## src/rtl/ecg_synth_pkg.sv

```systemverilog
// Shared constants for the synthetic ECG source: state codes, PQRST segment
// boundaries, the QRS sample ROM and default rate clamps.
package ecg_synth_pkg;

  localparam int unsigned STATE_W = 4;

  localparam logic [STATE_W-1:0] IDLE = 4'd0;
  localparam logic [STATE_W-1:0] P_UP = 4'd1;
  localparam logic [STATE_W-1:0] P_DN = 4'd2;
  localparam logic [STATE_W-1:0] PR   = 4'd3;
  localparam logic [STATE_W-1:0] QRS  = 4'd4;
  localparam logic [STATE_W-1:0] ST   = 4'd5;
  localparam logic [STATE_W-1:0] T_UP = 4'd6;
  localparam logic [STATE_W-1:0] T_DN = 4'd7;
  localparam logic [STATE_W-1:0] TP   = 4'd8;

  // First sample index of each segment within a beat
  localparam int unsigned SEG_P_UP = 0;
  localparam int unsigned SEG_P_DN = 6;
  localparam int unsigned SEG_PR   = 12;
  localparam int unsigned SEG_QRS  = 18;
  localparam int unsigned SEG_ST   = 27;
  localparam int unsigned SEG_T_UP = 35;
  localparam int unsigned SEG_T_DN = 45;
  localparam int unsigned SEG_TP   = 55;

  localparam int unsigned R_PEAK_OFF = 4;

  localparam int unsigned DEF_BPM_MIN = 30;
  localparam int unsigned DEF_BPM_MAX = 200;

  localparam logic signed [7:0] QRS_ROM [9] = '{
    -8'sd5, -8'sd10, 8'sd30, 8'sd65, 8'sd100, 8'sd60, 8'sd20, -8'sd25, -8'sd12
  };

  // Bounded ROM lookup; indices past the table read as zero
  function automatic logic signed [7:0] qrs_sample(input logic [3:0] idx);
    qrs_sample = 8'sd0;
    for (int i = 0; i < 9; i++) begin
      if (idx == 4'(i)) qrs_sample = QRS_ROM[i];
    end
  endfunction

endpackage

```

## src/rtl/ecg_synth_if.sv

```systemverilog
// Rate request handshake and sample stream of the synthetic ECG source.
interface ecg_synth_if;
  logic [7:0]        bpm_in;
  logic              bpm_valid;
  logic              bpm_ready;
  logic signed [7:0] xout;
  logic              beat;
  logic              running;

  modport master (output bpm_in, bpm_valid, input bpm_ready, xout, beat, running);
  modport slave  (input bpm_in, bpm_valid, output bpm_ready, xout, beat, running);
endinterface

```

## src/rtl/ecg_synth_period_divider.sv

```systemverilog
// 32-bit restoring divider, one quotient bit per cycle; low OUT_W bits of the
// quotient are presented with a one-cycle done pulse.
module period_divider #(
  parameter int unsigned OUT_W = 16
) (
  input  logic             clk,
  input  logic             rst,
  input  logic             start,
  input  logic [31:0]      dividend,
  input  logic [31:0]      divisor,
  output logic             ready,
  output logic             done,
  output logic [OUT_W-1:0] quotient
);
  localparam int unsigned W = 32;

  logic [W-1:0] rem;
  logic [W-1:0] dvs;
  logic [W-1:0] quo;
  logic [4:0]   cnt;
  logic [W:0]   shifted;
  logic [W:0]   trial;

  assign shifted  = {rem, quo[W-1]};
  assign trial    = shifted - {1'b0, dvs};
  assign quotient = quo[OUT_W-1:0];

  always_ff @(posedge clk or negedge rst) begin
    if (!rst) begin
      ready <= 1'b1;
      done  <= 1'b0;
      rem   <= '0;
      dvs   <= '0;
      quo   <= '0;
      cnt   <= '0;
    end else begin
      done <= 1'b0;
      if (ready) begin
        if (start) begin
          ready <= 1'b0;
          rem   <= '0;
          dvs   <= divisor;
          quo   <= dividend;
          cnt   <= '0;
        end
      end else begin
        // Negative trial keeps the shifted remainder and shifts in a zero
        if (trial[W]) begin
          rem <= shifted[W-1:0];
          quo <= {quo[W-2:0], 1'b0};
        end else begin
          rem <= trial[W-1:0];
          quo <= {quo[W-2:0], 1'b1};
        end
        cnt <= cnt + 5'd1;
        if (cnt == 5'd31) begin
          ready <= 1'b1;
          done  <= 1'b1;
        end
      end
    end
  end

endmodule

```

## src/rtl/ecg_synth.sv

```systemverilog
// Synthetic piecewise-linear PQRST source at a requested heart rate.
// Define ECG_SYNTH_NOISE_EN to add saturating LFSR noise to xout.
module ecg_synth
  import ecg_synth_pkg::*;
#(
  parameter int unsigned CLK_FREQ = 200,
  parameter int unsigned BPM_MIN  = DEF_BPM_MIN,
  parameter int unsigned BPM_MAX  = DEF_BPM_MAX,
  parameter int unsigned PERIOD_W = 16
) (
  input  logic        clk,
  input  logic        rst,
  ecg_synth_if.slave  bus
);
  localparam logic [31:0] NUMER  = 32'(CLK_FREQ * 60);
  localparam logic [7:0]  BPM_LO = 8'(BPM_MIN);
  localparam logic [7:0]  BPM_HI = 8'(BPM_MAX);

  logic [7:0]          bpm_c;
  logic                accept;
  logic                div_ready;
  logic                div_done;
  logic [PERIOD_W-1:0] div_q;
  logic [PERIOD_W-1:0] pending_period;
  logic                pending_valid;
  logic                take;
  logic [PERIOD_W-1:0] period, period_nxt;
  logic [PERIOD_W-1:0] s, s_nxt;
  logic [STATE_W-1:0]  state, state_nxt;
  logic [7:0]          off;
  logic signed [7:0]   wave_c;
  logic signed [7:0]   xout_c;
  logic                beat_c;

  always_comb begin
    bpm_c = bus.bpm_in;
    if (bus.bpm_in < BPM_LO)      bpm_c = BPM_LO;
    else if (bus.bpm_in > BPM_HI) bpm_c = BPM_HI;
  end

  assign accept        = bus.bpm_valid & div_ready;
  assign bus.bpm_ready = div_ready;

  period_divider #(.OUT_W(PERIOD_W)) u_div (
    .clk      (clk),
    .rst      (rst),
    .start    (accept),
    .dividend (NUMER),
    .divisor  ({24'd0, bpm_c}),
    .ready    (div_ready),
    .done     (div_done),
    .quotient (div_q)
  );

  // A fresh result wins over a same-cycle consume so it is never lost
  always_ff @(posedge clk or negedge rst) begin
    if (!rst) begin
      pending_period <= '0;
      pending_valid  <= 1'b0;
    end else if (div_done) begin
      pending_period <= div_q;
      pending_valid  <= 1'b1;
    end else if (take) begin
      pending_valid  <= 1'b0;
    end
  end

  always_ff @(posedge clk or negedge rst) begin
    if (!rst) begin
      state  <= IDLE;
      s      <= '0;
      period <= '0;
    end else begin
      state  <= state_nxt;
      s      <= s_nxt;
      period <= period_nxt;
    end
  end

  always_comb begin
    state_nxt  = state;
    s_nxt      = s;
    period_nxt = period;
    take       = 1'b0;
    if (state == IDLE) begin
      if (pending_valid) begin
        take       = 1'b1;
        period_nxt = pending_period;
        s_nxt      = '0;
        state_nxt  = P_UP;
      end
    end else begin
      if (s == period - PERIOD_W'(1)) begin
        s_nxt = '0;
        if (pending_valid) begin
          take       = 1'b1;
          period_nxt = pending_period;
        end
      end else begin
        s_nxt = s + PERIOD_W'(1);
      end
      if (s_nxt < PERIOD_W'(SEG_P_DN))      state_nxt = P_UP;
      else if (s_nxt < PERIOD_W'(SEG_PR))   state_nxt = P_DN;
      else if (s_nxt < PERIOD_W'(SEG_QRS))  state_nxt = PR;
      else if (s_nxt < PERIOD_W'(SEG_ST))   state_nxt = QRS;
      else if (s_nxt < PERIOD_W'(SEG_T_UP)) state_nxt = ST;
      else if (s_nxt < PERIOD_W'(SEG_T_DN)) state_nxt = T_UP;
      else if (s_nxt < PERIOD_W'(SEG_TP))   state_nxt = T_DN;
      else                                  state_nxt = TP;
    end
  end

  // Sample value for the index being entered, so it registers alongside s
  always_comb begin
    wave_c = 8'sd0;
    off    = 8'd0;
    case (state_nxt)
      P_UP: begin
        off    = 8'(s_nxt - PERIOD_W'(SEG_P_UP));
        wave_c = 8'((off + 8'd1) << 1);
      end
      P_DN: begin
        off    = 8'(s_nxt - PERIOD_W'(SEG_P_DN));
        wave_c = 8'd10 - 8'(off << 1);
      end
      QRS: begin
        off    = 8'(s_nxt - PERIOD_W'(SEG_QRS));
        wave_c = qrs_sample(off[3:0]);
      end
      T_UP: begin
        off    = 8'(s_nxt - PERIOD_W'(SEG_T_UP));
        wave_c = 8'((off + 8'd1) << 1);
      end
      T_DN: begin
        off    = 8'(s_nxt - PERIOD_W'(SEG_T_DN));
        wave_c = 8'd18 - 8'(off << 1);
      end
      default: wave_c = 8'sd0;
    endcase
  end

  assign beat_c = (state_nxt == QRS) && (s_nxt == PERIOD_W'(SEG_QRS + R_PEAK_OFF));

`ifdef ECG_SYNTH_NOISE_EN
  logic [15:0]       lfsr;
  logic signed [8:0] noisy;

  always_ff @(posedge clk or negedge rst) begin
    if (!rst) lfsr <= 16'hACE1;
    else      lfsr <= {lfsr[14:0], lfsr[15] ^ lfsr[13] ^ lfsr[12] ^ lfsr[10]};
  end

  assign noisy  = $signed({wave_c[7], wave_c}) + $signed({6'd0, lfsr[2:0]}) - 9'sd4;
  assign xout_c = (noisy > 9'sd127)  ? 8'h7F :
                  (noisy < -9'sd128) ? 8'h80 : noisy[7:0];
`else
  assign xout_c = wave_c;
`endif

  always_ff @(posedge clk or negedge rst) begin
    if (!rst) begin
      bus.xout    <= 8'sd0;
      bus.beat    <= 1'b0;
      bus.running <= 1'b0;
    end else begin
      bus.xout <= xout_c;
      bus.beat <= beat_c;
      if (state_nxt != IDLE) bus.running <= 1'b1;
    end
  end

endmodule

```

## src/flat_wrapper.sv

```systemverilog
// flat-port wrapper written by rule: the top's interface ports become plain ports
module ecg_synth_flat import ecg_synth_pkg::*;
#(
  parameter int unsigned CLK_FREQ = 200,
  parameter int unsigned BPM_MIN  = DEF_BPM_MIN,
  parameter int unsigned BPM_MAX  = DEF_BPM_MAX,
  parameter int unsigned PERIOD_W = 16
)
  (clk, rst, bus_bpm_in, bus_bpm_valid, bus_bpm_ready, bus_xout, bus_beat, bus_running);
  ecg_synth_if bus_i ();
  input  logic clk;
  input  logic rst;
  input wire logic [$bits(bus_i.bpm_in)-1:0] bus_bpm_in;
  input wire logic [$bits(bus_i.bpm_valid)-1:0] bus_bpm_valid;
  output wire logic [$bits(bus_i.bpm_ready)-1:0] bus_bpm_ready;
  output wire logic [$bits(bus_i.xout)-1:0] bus_xout;
  output wire logic [$bits(bus_i.beat)-1:0] bus_beat;
  output wire logic [$bits(bus_i.running)-1:0] bus_running;
  assign bus_i.bpm_in = bus_bpm_in;
  assign bus_i.bpm_valid = bus_bpm_valid;
  assign bus_bpm_ready = bus_i.bpm_ready;
  assign bus_xout = bus_i.xout;
  assign bus_beat = bus_i.beat;
  assign bus_running = bus_i.running;
  ecg_synth #(.CLK_FREQ(CLK_FREQ), .BPM_MIN(BPM_MIN), .BPM_MAX(BPM_MAX), .PERIOD_W(PERIOD_W)) u_core (.clk(clk), .rst(rst), .bus(bus_i));
endmodule
```

## config.mk

```make
export PLATFORM = sky130hd
export DESIGN_NAME = ecg_synth_flat
export DESIGN_NICKNAME = d
export VERILOG_FILES = /design/src/rtl/ecg_synth_pkg.sv /design/src/rtl/ecg_synth_if.sv /design/src/rtl/ecg_synth_period_divider.sv /design/src/rtl/ecg_synth.sv /design/src/flat_wrapper.sv
export SDC_FILE = /design/constraint.sdc
export NUM_CORES = 1
export LEC_CHECK = 0
export BUFFER_PORTS_ARGS = -buffer_cell sky130_fd_sc_hd__buf_2
export CAP_MARGIN = 20
export CORE_UTILIZATION = 45
export DETAILED_ROUTE_END_ITERATION = 16
export GPL_TIMING_DRIVEN = 0
export PLACE_DENSITY = 0.62
export SLEW_MARGIN = 20
export SYNTH_ARGS = -nofsm -noshare
export SYNTH_HDL_FRONTEND = slang
export SYNTH_SLANG_ARGS = --single-unit
```

## constraint.sdc

```tcl
create_clock -name clk -period 5.7 [get_ports clk]
set_clock_uncertainty 0.1 [all_clocks]
set_input_delay 0.57 -clock clk [delete_from_list [all_inputs] [get_ports clk]]
set_output_delay 0.57 -clock clk [all_outputs]
set_load 0.03 [all_outputs]
```

=== Word level (Yosys, flattened, before mapping) ===
Cells that the tools add are included.
W data, S select, Z words.

* Register bits: 142
* Output and inout port bits: 11
* Logic and storage cells: 105

* Add/sub/neg operators: 12
* $lt $le $gt $ge: 9
* Equality and inequality tests: 17
* Muxes and demuxes: 45
* Bitwise operators: 1
* Reductions and logical operators: 7

{| class="wikitable"
|+ Operators with widths
! kind !! number
|-
| $mux W32 || 5
|-
| $mux W16 || 7
|-
| $mux W8 || 11
|-
| $lt A16 B6 Y1 const B || 3
|-
| $pmux W8 S5 || 1
|-
| $mux W4 || 9
|-
| $sub A33 B8 Y33 || 1
|-
| $lt A16 B5 Y1 const B || 2
|-
| $eq A4 B3 Y1 const B || 7
|-
| $add A16 B1 Y16 const B || 1
|-
| $eq A16 B16 Y1 || 1
|-
| $eq A16 B5 Y1 const B || 1
|-
| $lt A16 B3 Y1 const B || 1
|-
| $lt A16 B4 Y1 const B || 1
|-
| $sub A16 B1 Y16 const B || 1
|-
| $add A7 B1 Y7 const B || 2
|-
| $sub A7 B6 Y7 const B || 2
|-
| $eq A4 B2 Y1 const B || 3
|-
| $mux W1 || 10
|-
| $mux W5 || 2
|-
| $eq A4 B1 Y1 const B || 2
|-
| $gt A8 B8 Y1 const B || 1
|-
| $logic_not A4 Y1 || 2
|-
| $lt A8 B5 Y1 const B || 1
|-
| 13 further kinds || 14
|}

=== Logic depth before layout (Yosys ltp) ===
Gate-level depths: netlist of the first run.

* Depth in word-level cells: 17
* Mapped depth: 21

=== By module ===
From an unflattened synthesis of the first run, not the netlist that was laid out.

* Cells, all modules: 1,227
* Area total of the unflattened synthesis: 11,337.1 µm²

{| class="wikitable"
|+ Modules (own cells, without submodules)
! module !! instances !! cells an instance !! area an instance (µm²) !! seq. area each (µm²)
|-
| period_divider || 1 || 688 || 6,541.3 || 2,578.7
|-
| ecg_synth || 1 || 539 || 4,795.8 || 1,576.5
|}

=== Worst setup path after synthesis of the first run ===
Ideal clock, no wire load.

* Path type: register to register
* Start point: register u_core.period[0]
* End point: register u_core.bus.xout[7]
* Library setup time: 0.138 ns
* Arrival: 5.197 ns
* Required time: 5.462 ns
* Path slack: 0.265 ns
* Cell stages (with the launch flop): 22
* Cells stage by stage: dfrtp_1 inv_1 ha_1 or3b_1 or4_1 o21ai_0 o2111ai_1 or4_4 buf_6 nand2_1 nor2_1 a21oi_1 inv_1 ha_1 clkbuf_1 a31oi_1 o21ai_1 xnor2_1 a2111o_1 and3_1 o21ai_1 o221ai_1

* Word-level cells in the longest chain between the ends: 17

{| class="wikitable"
|+ Ends and longest elaborated chain
! item !! line !! RTL
|-
| start, declared || ecg_synth.sv:27 || <nowiki>logic [PERIOD_W-1:0] period, period_nxt;</nowiki>
|-
| start signal, assigned || ecg_synth.sv:76 || <nowiki>period <= period_nxt;</nowiki>
|-
| $sub A16 B1 Y16 (*) || ecg_synth.sv:93 || <nowiki>if (s == period - PERIOD_W'(1)) begin</nowiki>
|-
| $eq A16 B16 Y1 (*) || ecg_synth.sv:93 ||
|-
| $mux W16 (*) || ecg_synth.sv:93 ||
|-
| $mux W16 (*) (2 in a row) || ecg_synth.sv:85 || <nowiki>if (state == IDLE) begin</nowiki>
|-
| via u_core.s_nxt[1] || ecg_synth.sv:28 || <nowiki>logic [PERIOD_W-1:0] s, s_nxt;</nowiki>
|-
| $sub A4 B2 Y4 || ecg_synth.sv:127 || <nowiki>off = 8'(s_nxt - PERIOD_W'(SEG_QRS));</nowiki>
|-
| $logic_not A4 Y1 || ecg_synth_pkg.sv:40 || <nowiki>if (idx == 4'(i)) qrs_sample = QRS_ROM[i];</nowiki>
|-
| $mux W8 (9 in a row) || ecg_synth_pkg.sv:40 ||
|-
| $pmux W8 S5 (*) || ecg_synth.sv:117 || <nowiki>case (state_nxt)</nowiki>
|-
| via u_core.wave_c[7] || ecg_synth.sv:31 || <nowiki>logic signed [7:0] wave_c;</nowiki>
|-
| end signal, assigned || ecg_synth.sv:166 || <nowiki>bus.xout <= xout_c;</nowiki>
|-
| end, declared || ecg_synth_if.sv:11 || <nowiki>modport slave (input bpm_in, bpm_valid, output bpm_ready, xout, beat, running);</nowiki>
|}

Mark *: on every way through the listed nets, which the timed path passes. The rest lies on a longest branch. The select of a mux whose other input is x is not followed.
A chain may end at the register's enable or synchronous reset.

=== Final worst setup path of the first run ===
Same ends and word-level chain as after synthesis.

==> impl_metrics.json, run 1 <==
{
  "async_flop_share_pct": 100.0,
  "maxCapViolCount": 0,
  "final-setup-viol-count": 0,
  "final_nets": 1003,
  "violations": "design-rule violations, negative hold slack",
  "clkSinkCount": 142,
  "floorplan.die_area_um2": 19240,
  "crit_type": "register to register",
  "hold_class": "input pin to async pin",
  "drt_iter0_markers": 368,
  "ys.flop_type": "dfrtp_1",
  "wirelength_um": 19110,
  "ys_types": 76,
  "die_w_um": 138.7,
  "synth_area_leaders": "dfrtp_1 42%, mux2_2 4.8%, xnor2_1 4.6%",
  "antenna_cells": 0,
  "ioPinCount": 22,
  "port_buffers": 21,
  "layout-drive-gt1-share_pct": 12.73,
  "power.switching_mw": 1.280,
  "ys_top_cells_by_count": "141 x dfrtp_1, 102 x nand2_1, 71 x nor2_1, 60 x inv_1, 60 x o22ai_1",
  "power.density_nw_per_um2": 401.3,
  "peakVddDrop_v": 0.0003194,
  "status": "finished, violations left",
  "path_max_fanout": 10,
  "track_usage_pct": 21.24,
  "dpl.hpwl_um": 13310,
  "ys_ff_latch": 142,
  "tritoncts": "built",
  "syn-num-nets": 961,
  "yosysWarnings": 0,
  "syn-cell-area_um2": 8411,
  "power_frac_seq_pct": 42.1,
  "slew_violations": 0,
  "synth_edf_count": 0,
  "grt_pass1_wl_um": 33010,
  "internal_power_mw": 2.524,
  "layout_min_cycle_time_ns": 5.321,
  "die_y_um": 138.7,
  "wl_per_cell_um": 15.78,
  "post-route-period-util_pct": 93.35,
  "dr_total_vias": 6777,
  "drtAntennaViolNets": 0,
  "worst_setup_path_end_kind": "register",
  "worst_pin_slew_ns": 0.9065,
  "rows": 49,
  "grt_pass1_vias": 6695,
  "swShare_pct": 33.64,
  "antenna_found_initial": 0,
  "synth-seq-area-share_pct": 42.26,
  "syn2layout_area_growth_pct": 12.72,
  "htreeDepth": 4,
  "grt_start_max_net_pins": 81,
  "start_kind": "register",
  "max-clock-path-buffers": 2,
  "coreArea_um2": 18150,
  "cts_root_buffer": "clkbuf_16",
  "crit_slowest_cell": "or4_1",
  "synth.most_common_cell": "dfrtp_1",
  "synth_cells": 927,
  "synth_top_area_cell": "dfrtp_1",
  "via_per_inst": 5.596,
  "grt.overflow.total": 0,
  "utilization_pct": 52.24,
  "synth_top_area_share_pct": 41.95,
  "rsz0062_at_grt": "no",
  "p_leak_nw": 3.738,
  "holdWs_ns": -0.008375,
  "cp.required_ns": 5.89,
  "route.detailed.drc": 4,
  "place_congestion": 0.9330,
  "clock_latency_ns": 0.43,
  "avgSynthCellArea_um2": 9.073,
  "clockPowerShare_pct": 30.0,
  "path_clk_slew_ns": 0.06,
  "cts-buffers-inserted": 17,
  "fmax_ghz": 0.1879,
  "slew_headroom_pct": 39.05,
  "max_stage_delay_ns": 0.58,
  "critPathArrivalTime_ns": 5.51,
  "cp_cell_sequence": "inv_1 -> ha_2 -> or3b_4 -> or4_1 -> o21ai_2 -> o2111ai_1 -> or4_4 -> buf_6 -> nand2_2 -> nor2_1 -> a21oi_4 -> inv_1 -> ha_1 -> a31oi_2 -> o21ai_2 -> xnor2_1 -> a2111o_1 -> and3_1 -> o21ai_1 -> o221ai_1",
  "dr.pass1.iters": 10,
  "initial_core_util_pct": 46.35,
  "p_comb_share_pct": 28.0,
  "final_hold_viol_count": 25
}
## power groups by stage
stage	logic, mW	registers, mW	clock network (mW)
5_1_grt	1.22	1.65	1.21
3_5_place_dp	1.08	1.61	0
2_1_floorplan	0.864	1.55	0
4_1_cts	1.08	1.60	1.16
6_report	1.06	1.60	1.14
3_3_place_gp	1.04	1.61	0
## what timing repair did
action | in CTS | in global routing
setup endpoints to repair | 5 | 4
pin swaps | 0 | 1
cloned | 0 | 0
resized for setup | 3 | 6
hold buffers | 0 | 0
buffers inserted | 1 | 1
## layout by cell type, fill, tap and decap left out, types with 7 or more instances in the layout
cell | Yosys | final
nor4_1 | 11 | 11
nor3_1 | 29 | 29
nand2b_1 | 9 | 9
nor2b_1 | 10 | 10
o22ai_1 | 60 | 60
nor2_1 | 71 | 71
o21ai_0 | 45 | 44
or4_1 | 7 | 7
ha_1 | 22 | 21
mux2_2 | 36 | 36
or3_1 | 17 | 17
xnor2_1 | 44 | 44
dfrtp_1 | 141 | 141
clkbuf_1 | 39 | 39
inv_1 | 60 | 60
mux2i_1 | 8 | 8
xor2_1 | 24 | 24
a21oi_1 | 35 | 34
clkbuf_16 | 0 | 17
nand2_1 | 102 | 101
nand3_1 | 19 | 19
buf_2 | 7 | 27
## flip-flops by register name, summed over array words and instances, names as in the netlist
name and cells:
u_core.state 4, u_core.pending_period 16, u_core.s 16, u_core.u_div.rem 32, u_core.bus.beat 1, u_core.bus.running 1, u_core.u_div.cnt 5, u_core.pending_valid 1
u_core.u_div.quo 32, u_core.period 16, u_core.u_div.done 1, u_core.bus.xout 8, u_core.u_div.ready 1, u_core.u_div.dvs 8
## worst max-delay path: cells and delay by family (launching register included)
family,cells,cell delay [ns]
buffers and inverters,3,0.37
adders and majority gates,2,0.57
xor gates and xnor gates,1,0.20
DFF,1,0.47
AOI/OAI and AO/OA,8,1.45
and+or+nand+nor,6,2.00
## final cells by class
type                    count  area (µm²)
inverters                  61       229.0
fillers                  1667        8667
clock buffers              19       442.9
flip-flops and latches    142        3555
repair buffers             24       157.7
plain buffers              55       250.2
multi-input cells         668        4405
well taps                 229       286.5
clock inverters            13       153.9
## metal layers
| metal | routed length [µm] | part of all wire (%) | track usage, % | vias to the layer above |
|---|---|---|---|---|
| li1 | - | - | - | 3391 |
| met5 | 0 | 0 | 0 | - |
| met1 | 9031 | 47 | 27.36 | 3273 |
| met3 | 474 | 2.5 | 3.729 | 20 |
| met2 | 9389 | 49 | 36.55 | 93 |
| met4 | 219 | 1.1 | 6.316 | 0 |
## cell families (layout without fill, tap and decap cells)
| family | count (synthesis) | in the layout | share of synthesized area (%) |
|---|---|---|---|
| XOR/XNOR | 70 | 70 | 7.542 |
| flip-flops | 142 | 142 | 42.26 |
| buffers and inverters | 117 | 172 | 5.742 |
| AND/OR/NAND/NOR | 313 | 313 | 18.22 |
| AO/OA/AOI/OAI | 217 | 217 | 16.83 |
| multiplexers | 44 | 44 | 5.772 |
| adder cells (fa/ha/maj) | 24 | 24 | 3.630 |
## path summary, 6_finish.rpt
kind,start,endpoint,slack [ns],cells after the start
min in group clk,bus_bpm_in[5],u_core.u_div.dvs[5],0.31,3
worst min register to register,u_core.bus.running,u_core.bus.running,0.37,1
max in group asynchronous,rst,u_core.u_div.ready,4.71,2
worst min-delay path,rst,u_core.s[14],-0.008,1
worst max-delay path,u_core.period[0],u_core.bus.xout[7],0.38,20
worst max register to register,u_core.period[0],u_core.bus.xout[7],0.38,20
## through the flow
| stage | worst slack (ns) | instance area, µm² | setup TNS, ns | instances | power (mW) |
|---|---|---|---|---|---|
| after CTS | 0.06842 | 9458 | 0 | 1211 | 3.840 |
| after floorplan | 0.2652 | 8411 | 0 | 927 | 2.410 |
| after global placement | -0.6761 | 8802 | -1.743 | 1177 | 2.651 |
| after global routing | 0.05205 | 9480 | 0 | 1211 | 4.081 |
| final | 0.3792 | 9480 | 0 | 1211 | 3.804 |
| after detailed placement | -0.7140 | 8840 | -1.902 | 1178 | 2.684 |
(Power assumes the default switching activity.)
==> run 2, diff against run 1 <==
--- a/config.mk
+++ b/config.mk
@@ -7,10 +7,12 @@
 export LEC_CHECK = 0
 export BUFFER_PORTS_ARGS = -buffer_cell sky130_fd_sc_hd__buf_2
 export CAP_MARGIN = 20
-export CORE_UTILIZATION = 45
+export CELL_PAD_IN_SITES_DETAIL_PLACEMENT = 0
+export CELL_PAD_IN_SITES_GLOBAL_PLACEMENT = 1
+export CORE_UTILIZATION = 44
 export DETAILED_ROUTE_END_ITERATION = 16
 export GPL_TIMING_DRIVEN = 0
-export PLACE_DENSITY = 0.62
+export PLACE_DENSITY = 0.75
 export SLEW_MARGIN = 20
 export SYNTH_ARGS = -nofsm -noshare
 export SYNTH_HDL_FRONTEND = slang
==> impl_metrics.json, run 2 (synthesized netlist as in run 1, its figures left out) <==
{
  "grt.overflow.total": 0,
  "max-clock-path-buffers": 2,
  "holdWs_ns": 0.02105,
  "die_w_um": 140.3,
  "hold_class": "input pin to async pin",
  "track_usage_pct": 21.19,
  "post-route-period-util_pct": 93.81,
  "path_clk_slew_ns": 0.06,
  "wl_per_cell_um": 16.02,
  "worst_setup_path_end_kind": "register",
  "antenna_found_initial": 0,
  "antenna_cells": 0,
  "slew_violations": 0,
  "htreeDepth": 4,
  "initial_core_util_pct": 44.96,
  "rsz0062_at_grt": "no",
  "maxCapViolCount": 0,
  "layout_common_cells": "141 x dfrtp_1, 101 x nand2_1, 71 x nor2_1, 60 x inv_1, 60 x o22ai_1",
  "grt_pass1_wl_um": 33420,
  "utilization_pct": 50.76,
  "path_max_fanout": 10,
  "cp.required_ns": 5.88,
  "drt_iter0_markers": 385,
  "drtAntennaViolNets": 0,
  "syn2layout_area_growth_pct": 12.88,
  "status": "complete, no violations",
  "top_regs": "u_core.u_div.quo (32), u_core.u_div.rem (32)",
  "dr.pass1.iters": 5,
  "dr_total_vias": 6829,
  "rows": 50,
  "p_leak_nw": 3.748,
  "dpl.hpwl_um": 13830,
  "preCtsSetupSlack_ns": -0.7685,
  "final_common_cell": "dfrtp_1",
  "ioPinCount": 22,
  "cts-buffers-inserted": 17,
  "start_kind": "register",
  "max_stage_delay_ns": 0.57,
  "worst_pin_slew_ns": 0.8327,
  "layout_setup_ws_ns": 0.3526,
  "critPathArrivalTime_ns": 5.53,
  "grt_pass1_vias": 6530,
  "power.density_nw_per_um2": 407.4,
  "clkSinkCount": 142,
  "die_y_um": 140.3,
  "fmax_ghz": 0.1870,
  "final-setup-viol-count": 0,
  "final_hold_viol_count": 0,
  "crit_type": "register to register",
  "placed_area_um2": 8846,
  "route.detailed.drc": 0,
  "slew_headroom_pct": 44.01,
  "coreArea_um2": 18710,
  "nFillCells": 1798,
  "wirelength_um": 19470,
  "tritoncts": "built",
  "clock_latency_ns": 0.42,
  "crit_slowest_cell": "or4_1",
  "cp_cell_sequence": "inv_1 -> ha_2 -> or3b_1 -> or4_1 -> o21ai_1 -> o2111ai_1 -> or4_4 -> buf_6 -> nand2_2 -> nor2_1 -> a21oi_4 -> inv_1 -> ha_1 -> a31oi_1 -> o21ai_2 -> xnor2_1 -> a2111o_1 -> and3_1 -> o21ai_1 -> o221ai_1",
  "peakVddDrop_v": 0.0002733,
  "cts_root_buffer": "clkbuf_16",
  "floorplan.die_area_um2": 19670,
  "layout_min_cycle_time_ns": 5.347,
  "post-route-cell-area_um2": 9494,
  "port_buffers": 21,
  "grt_start_max_net_pins": 76,
  "finalPower_mw": 3.868,
  "final_nets": 1002,
  "place_congestion": 0.8491,
  "layout-drive-gt1-share_pct": 12.13,
  "via_per_inst": 5.621
}
-- run 2: cell count changes in the layout (fill, tap and decap cells not counted), moves of 2 or more --
cell,delta
bufinv_16,+2
clkbuf_1,+2
clkinv_2,+2
clkinvlp_4,-2
inv_6,-3
inv_8,-2
-- run 2: worst paths after layout --
kind                                    start                  end  slack (ns)  depth (start not counted)
max                          u_core.period[0]   u_core.bus.xout[7]        0.35                         20
min                                       rst         u_core.s[13]        0.02                          1
max reg2reg                  u_core.period[0]   u_core.bus.xout[7]        0.35                         20
min reg2reg                u_core.bus.running   u_core.bus.running        0.37                          1
max in group asynchronous                 rst   u_core.u_div.ready        4.69                          2
min in group clk                bus_bpm_in[5]  u_core.u_div.dvs[5]        0.31                          3
-- run 2: cell type report --
class	instances	area (µm²)	area share, %
Timing Repair Buffer	23	150.1	1.581
Inverter	61	229.0	2.412
Clock buffer	22	464.2	4.889
Sequential cell	142	3555	37.44
Buffer	55	250.2	2.636
Multi-Input combinational cell	668	4393	46.27
Clock inverter	10	160.2	1.687
Tap cell	234	292.8	3.084
-- run 2: metrics by stage --
step | instances | TNS [ns]
finish | 1215 | 0
detailed placement | 1183 | -1.994
global placement | 1182 | -1.922
CTS | 1216 | 0
global route | 1215 | 0
floorplan | 927 | 0
-- run 2: routing by layer --
| layer | global-route usage, % | share of wire, % | up-vias |
|---|---|---|---|
| met5 | 0 | 0 | - |
| met4 | 4.974 | 1.0 | 0 |
| met3 | 3.932 | 3.1 | 20 |
| met2 | 34.32 | 47 | 123 |
| met1 | 29.37 | 49 | 3296 |
| li1 | - | - | 3390 |
-- run 2: what timing repair did --
action | in CTS | in global routing
resized for setup | 3 | 3
pin swaps | 0 | 1
hold buffers | 0 | 0
buffers inserted | 1 | 0
endpoints found under the setup margin | 5 | 3
-- run 2: power by group --
part	internal [mW]	switching (mW)	total (mW)
sequential	1.34	0.261	1.61
clock	0.756	0.434	1.19
combinational	0.514	0.560	1.07
-- run 2: worst max-delay path: cells and delay by family, from the launching register on --
family | cells | cell delay [ns]
buffers and inverters | 3 | 0.37
xor gates and xnor gates | 1 | 0.19
adders and majority gates | 2 | 0.57
DFF | 1 | 0.45
and+or+nand+nor | 6 | 2.00
AOI/OAI and AO/OA | 8 | 1.53
